## config.mk

```make
export PLATFORM = sky130hd
export DESIGN_NAME = mmio_isqrt_core
export DESIGN_NICKNAME = d
export VERILOG_FILES = /design/src/rtl/mmio_isqrt_core.sv
export SDC_FILE = /design/constraint.sdc
export NUM_CORES = 1
export LEC_CHECK = 0
export ABC_AREA = 1
export BUFFER_PORTS_ARGS = -buffer_cell sky130_fd_sc_hd__clkbuf_2
export CORE_MARGIN = 1
export CORE_UTILIZATION = 59
export CTS_CLUSTER_DIAMETER = 60
export DETAILED_ROUTE_END_ITERATION = 8
export PLACE_DENSITY = 0.84
export SLEW_MARGIN = 30
export SYNTH_ARGS = -nofsm -noshare
export SYNTH_HDL_FRONTEND = slang
export SYNTH_SLANG_ARGS = --single-unit
export TNS_END_PERCENT = 5
```

## constraint.sdc

```tcl
create_clock -name clk -period 2.36 [get_ports clk]
set_clock_uncertainty 0.05 [all_clocks]
set_input_delay 0.118 -clock clk [delete_from_list [all_inputs] [get_ports clk]]
set_output_delay 0.118 -clock clk [all_outputs]
set_load 0.05 [all_outputs]
```

## src/rtl/mmio_isqrt_core.sv

```systemverilog
// MMIO slot core (slot 13): iterative restoring integer square root, one root bit per clock.
// Optional cycle counter on register 5 is built when ISQRT_CYCLE_CNT_EN is defined.
module mmio_isqrt_core #(
    parameter int unsigned W = 32
) (
    input  logic        clk,
    input  logic        reset,
    input  logic        cs,
    input  logic        read,
    input  logic        write,
    input  logic [4:0]  addr,
    output logic [31:0] rd_data,
    input  logic [31:0] wr_data
);

    localparam int unsigned H     = W / 2;
    localparam int unsigned IterW = $clog2(H + 1);

    typedef enum logic [1:0] {StIdle, StRun, StDoneWb} state_e;

    state_e             state_q, state_d;
    logic [W-1:0]       operand_q, operand_d;
    logic [W-1:0]       x_work_q, x_work_d;
    logic [H+1:0]       rem_w_q, rem_w_d;
    logic [H-1:0]       root_w_q, root_w_d;
    logic [IterW-1:0]   iter_q, iter_d;
    logic               busy_q, busy_d;
    logic               done_q, done_d;
    logic               err_q, err_d;
    logic [H-1:0]       root_q, root_d;
    logic [H:0]         rem_q, rem_d;
`ifdef ISQRT_CYCLE_CNT_EN
    logic [31:0]        cycles_q, cycles_d;
`endif

    logic               wr_en;
    logic               start_cmd;
    logic               clear_cmd;
    logic [H+1:0]       rem_shift;
    logic [H+1:0]       trial;
    logic               fits;
    logic               unused_bits;

    assign wr_en     = cs & write;
    assign start_cmd = wr_en && (addr == 5'd1) && wr_data[0];
    assign clear_cmd = wr_en && (addr == 5'd1) && wr_data[1];

    // Top two bits of rem_w are always zero before the shift, so dropping them is lossless.
    assign rem_shift = {rem_w_q[H-1:0], x_work_q[W-1:W-2]};
    assign trial     = {root_w_q, 2'b01};
    assign fits      = (rem_shift >= trial);

    assign unused_bits = ^{read, wr_data, rem_w_q[H+1]};

    always_comb begin
        state_d   = state_q;
        operand_d = operand_q;
        x_work_d  = x_work_q;
        rem_w_d   = rem_w_q;
        root_w_d  = root_w_q;
        iter_d    = iter_q;
        busy_d    = busy_q;
        done_d    = done_q;
        err_d     = err_q;
        root_d    = root_q;
        rem_d     = rem_q;
`ifdef ISQRT_CYCLE_CNT_EN
        cycles_d  = busy_q ? cycles_q + 32'd1 : cycles_q;
`endif

        if (wr_en && (addr == 5'd0)) begin
            operand_d = wr_data[W-1:0];
        end
        if (clear_cmd) begin
            done_d = 1'b0;
            err_d  = 1'b0;
        end
        if (start_cmd && busy_q) begin
            err_d = 1'b1;
        end

        unique case (state_q)
            StIdle: begin
                if (start_cmd) begin
                    x_work_d = operand_q;
                    rem_w_d  = '0;
                    root_w_d = '0;
                    iter_d   = IterW'(H);
                    busy_d   = 1'b1;
                    done_d   = 1'b0;
                    state_d  = StRun;
`ifdef ISQRT_CYCLE_CNT_EN
                    cycles_d = 32'd0;
`endif
                end
            end
            StRun: begin
                x_work_d = x_work_q << 2;
                if (fits) begin
                    rem_w_d  = rem_shift - trial;
                    root_w_d = {root_w_q[H-2:0], 1'b1};
                end else begin
                    rem_w_d  = rem_shift;
                    root_w_d = {root_w_q[H-2:0], 1'b0};
                end
                iter_d = iter_q - 1'b1;
                if (iter_q == IterW'(1)) begin
                    state_d = StDoneWb;
                end
            end
            StDoneWb: begin
                root_d  = root_w_q;
                rem_d   = rem_w_q[H:0];
                busy_d  = 1'b0;
                done_d  = 1'b1;
                state_d = StIdle;
            end
            default: state_d = StIdle;
        endcase
    end

    always_ff @(posedge clk) begin
        if (reset) begin
            state_q   <= StIdle;
            operand_q <= '0;
            x_work_q  <= '0;
            rem_w_q   <= '0;
            root_w_q  <= '0;
            iter_q    <= '0;
            busy_q    <= 1'b0;
            done_q    <= 1'b0;
            err_q     <= 1'b0;
            root_q    <= '0;
            rem_q     <= '0;
`ifdef ISQRT_CYCLE_CNT_EN
            cycles_q  <= '0;
`endif
        end else begin
            state_q   <= state_d;
            operand_q <= operand_d;
            x_work_q  <= x_work_d;
            rem_w_q   <= rem_w_d;
            root_w_q  <= root_w_d;
            iter_q    <= iter_d;
            busy_q    <= busy_d;
            done_q    <= done_d;
            err_q     <= err_d;
            root_q    <= root_d;
            rem_q     <= rem_d;
`ifdef ISQRT_CYCLE_CNT_EN
            cycles_q  <= cycles_d;
`endif
        end
    end

    always_comb begin
        rd_data = 32'd0;
        case (addr)
            5'd0: rd_data = 32'(operand_q);
            5'd2: rd_data = {29'd0, err_q, done_q, busy_q};
            5'd3: rd_data = 32'(root_q);
            5'd4: rd_data = 32'(rem_q);
`ifdef ISQRT_CYCLE_CNT_EN
            5'd5: rd_data = cycles_q;
`endif
            default: rd_data = 32'd0;
        endcase
    end

endmodule

```

Yosys cells after proc, flatten, opt, wreduce, memory -nomap -nowiden
Cells that the tools add are included.
- bits in registers: 140
- input port bits: 42
- output and inout bits: 32
- logic and storage cells: 58
- add/sub/neg operators: 2
- magnitude comparators: 1
- eq/ne operators: 9
- multiplexer cells: 21
- bitwise operators: 1
- reduce and logical (&&, ||, !) cells: 13
- operators by type and width (cell ; count):
    $pmux W32 S4 ; 1
    $pmux W32 S2 ; 1
    $mux W17 ; 2
    $pmux W17 S2 ; 1
    $mux W32 ; 1
    $pmux W16 S2 ; 1
    $ge A18 B18 Y1 ; 1
    $sub A17 B17 Y17 ; 1
    $mux W16 ; 1
    $eq A5 B1 Y1 const B ; 2
    $eq A5 B2 Y1 const B ; 2
    $pmux W5 S2 ; 1
    $mux W1 ; 6
    $reduce_and A2 Y1 ; 3
    $reduce_bool A2 Y1 ; 3
    $eq A5 B3 Y1 const B ; 1
    $logic_and A1 B1 Y1 ; 5
    $logic_not A5 Y1 ; 1
    $mux W5 ; 1
    $sub A5 B1 Y5 const B ; 1
    $mux W2 ; 2
    $ne A2 B2 Y1 const B ; 2
    $pmux W1 S2 ; 2
    $pmux W2 S2 ; 1
    other kinds (4) ; 4

Depth between registers and ports, before layout
- depth in word-level cells: 6
- gate-level depth with buffers: 14
- depth with buffers taken out: 13

Worst setup path after synthesis
OpenSTA, ideal clock, no wires.
- path type: register -> register
- start: register root_w_q[11]
- end: register root_w_q[0]
- setup time: 0.128 ns
- arrival time: 1.671 ns
- required time: 2.182 ns
- slack: 0.511 ns
- stages on the path, launching flop included: 14
- path buffers: 1
- period minus slack after synthesis: 1.849 ns
- cells stage by stage: dfxtp_1 > inv_1 > ha_1 > nand2_2 > inv_1 > nand2_1 > nand2_1 > nand2_1 > nand2_1 > nor2_4 > nand2_4 > buf_6 > a22oi_1 > nor2_1
- cells in the longest elaborated chain, start to end: 3
- RTL lines (what ; line ; RTL):
    start: declaration ; 25 ; logic [H-1:0] root_w_q, root_w_d;
    start signal: assignment ; 143 ; root_w_q <= root_w_d;
    $ge A18 B18 Y1 ; 51 ; assign fits = (rem_shift >= trial);
    $mux W1 ; 99 ; if (fits) begin
    $pmux W16 S2 ; 82 ; unique case (state_q)
No other way between the ends.
A chain may end at the register's enable or synchronous reset.

Worst setup path after layout
- start: register root_w_q[7]
- end: register rem_w_q[12]
- cells in the longest elaborated chain, start to end: 3
- elaborated cells on any way between the ends: 4
- classes of those cells: add/sub: 1; order compare: 1; mux: 2
- RTL lines (what ; line ; RTL):
    $sub A17 B17 Y17 / $ge A18 B18 Y1 (equally long branches) ; 100, 51 ;
    $mux W17 (*) ; 99 ;
    $pmux W17 S2 (*) ; 82 ;
    end signal: assignment ; 142 ; rem_w_q <= rem_w_d;
    end: declaration ; 24 ; logic [H+1:0] rem_w_q, rem_w_d;
Mark *: on every way between the ends. The rest lies on a longest branch, timed or not.

==> impl_metrics.ini <==
[yosys]
yosysUniqueCellTypes = 36
synth.avg_cell_area_um2 = 7.02
synth_enable_flop_cells = 0
yosysTopAreaCell = dfxtp_1
synthArstFlopShare = 0
synth.most_common_cell = nand2_1
synth-seq-cells = 140
netlist_instances = 987
syn_area_um2 = 6930
netlist_top_cells_count = 242 x nand2_1, 140 x dfxtp_1, 110 x inv_1, 96 x o21ai_0, 81 x a21oi_1
ys_seq_area_frac = 0.404
ys.flop_type = dfxtp_1
yosysTopAreaCellShare = 0.404
synth_area_leaders = dfxtp_1 40%, nand2_1 13%, o21ai_0 6.9%, inv_1 6.0%, a21oi_1 5.9%
syn_nets = 1049
ys_warn_count = 0

[floorplanning]
coreArea_um2 = 11400
die-area_um2 = 12200
die_h_um = 110
ios = 74
rows = 39
die_w_um = 110
start_util = 0.607

[global_routing]
first_global_vias = 6437
grt_max_degree = 64
antenna_found_initial = 0
busiest_layer = met2
grt_pass1_wl_mm = 29.8
grt_use_total = 0.321
gr-usage-met3 = 0.0705
overflow = 0
use_met1 = 0.393
grt.met2_usage = 0.524

[worst_setup_path]
required_ps = 2600
worstSetupPathType = reg2reg
path_delay_family = simple AND/OR/NAND/NOR gates
slowest_delay_ps = 350
end_kind = register
cp_max_fo = 10
crit_buf_inv = 4
crit_chain = inv_1, ha_1, nand2_1, inv_1, nand2_1, nand2_1, inv_2, nand3_2, nand2_4, buf_4, nand3_1, nand3_1, a21oi_1
critPathSlowestCell = ha_1
start_kind = register
arrival_ps = 2400
crit_top_cell = nand2_1

[power]
ir_drop_mv = 0.660
p_leak_uw = 0.00356
power_uw = 5210
p_per_area_nw_per_um2 = 630

[drt]
via_count = 7048
dr.pass1.iters = 6
via_per_inst = 5.73
wl_per_cell_um = 15.3
drcViolationCount = 0
routed_wl_mm = 18.8
antenna_left = 0
drt_iter0_markers = 796

[clocking]
clock-sinks = 140
clock-root-buffer = clkbuf_16
clockBufferDepth = 2
cts.clk_slew.worst_paths_ps = 60
htree_levels = 4
post_cts_buffers = 0
cts_tree = done
clock_latency_ps = 420
cts_buffers = 17

[job]
cap_violations = 0

[sta]
finalSetupTns_ps = 0
fin_crit_sh = 0.915
fmax_mhz = 463
tightest_slew_ps = 654
max-slew-margin-rel = 0.563
timing.hold.ws_ps = 39.4
setup_viol = 0
rsz0062_at_grt = no
layout_min_cycle_time_ps = 2160
drv_slew = 0
hold_viol = 0

[final_layout]
nNetsFinal = 1137
drive_above_1_share = 0.134
syn_to_final_growth_pct = 19.3
diodes = 0
instances_no_fill = 1229
postLayoutCoreUtil = 0.724

[placed_design]
dp.cells = 1168
port_buffers = 72
post-dp-hpwl_mm = 12.1
gp_congestion = 0.932

[outcome]
outcome = complete, no violations

[min_path]
hold_class = in2reg
## tightest hold or removal path, cell delays in order
cell and delay (ps):
clkbuf_2 70, o21ai_0 140, a21oi_1 140
## state kept, by name, summed over array words and instances (netlist names)
| register | count |
|---|---|
| done_q | 1 |
| iter_q | 5 |
| state_q | 2 |
| root_w_q | 16 |
| x_work_q | 32 |
| err_q | 1 |
| root_q | 16 |
| rem_w_q | 17 |
| rem_q | 17 |
| operand_q | 32 |
| busy_q | 1 |
## cell type report
class,instances,area [um2]
clock buffer,24,492
clock inverter,6,86.3
fill,882,3150
inverter,115,432
multi-input combinational,678,3430
sequential,140,2800
tap,143,179
timing repair buffer,123,846
## report_power, final
| group | switching (uW) | leakage (uW) | internal (uW) |
|---|---|---|---|
| Clock | 977 | 0.000282 | 1650 |
| Combinational | 110 | 0.00215 | 89.6 |
| Sequential | 5.91 | 0.00113 | 2370 |
| Total | 1090 | 0.00356 | 4120 |
## kinds of logic (layout without fill, tap and decap cells)
| logic type | count (synthesis) | after routing | synth area share |
|---|---|---|---|
| AOI/OAI and AO/OA | 230 | 230 | 0.183 |
| DFF | 140 | 140 | 0.404 |
| xor gates and xnor gates | 8 | 8 | 0.0101 |
| adders and majority gates | 20 | 20 | 0.0361 |
| and+or+nand+nor | 420 | 420 | 0.263 |
| buffers and inverters | 169 | 268 | 0.103 |
## stage by stage
stage          cell area (um2)  setup WS [ps]
6_report                  8260            201
5_1_grt                   8260           45.3
4_1_cts                   8260            186
3_5_place_dp              7370            250
3_3_place_gp              7370            274
2_1_floorplan             6930            511
## cells in the final DEF (no fill, tap or decap), types with 3 or more instances in the layout
master	synthesis	routed
nand2_4	4	3
ha_1	20	20
xnor2_1	6	6
dfxtp_1	140	140
clkbuf_16	0	17
nand3_1	74	74
nor2_1	71	70
inv_1	110	109
nand2_1	242	242
nor2_4	4	5
nand4_1	7	7
o21ai_0	96	96
a31oi_1	32	32
clkbuf_8	0	4
a21oi_1	81	81
buf_4	5	18
clkbuf_1	32	3
nor3_1	5	5
o32ai_1	16	16
clkbuf_2	1	72
nand2_2	4	4
inv_2	4	5
dlygate4sd3_1	0	31
## path summary, 6_finish.rpt
path | start | endpoint | slack (ps) | cells past startpoint
worst min register to register | operand_q[26] | operand_q[26] | 410 | 2
worst max register to register | root_w_q[7] | rem_w_q[12] | 200 | 13
worst min-delay path | wr_data[29] | operand_q[29] | 40 | 3
worst max-delay path | root_w_q[7] | rem_w_q[12] | 200 | 13
## layer usage
metal  vias to the layer above  part of all wire
li1                       3421                 -
met4                         0             0.038
met2                       326              0.47
met5                         -                 0
met1                      3237              0.41
met3                        64             0.076
## repair_timing
action                                 4_1_cts  5_1_grt
hold buffers                                31        0
setup endpoints to repair                    0        1
endpoints found under the hold margin       31        0
gates resized for setup                      0        1
Power figures use the tool's default switching activity.
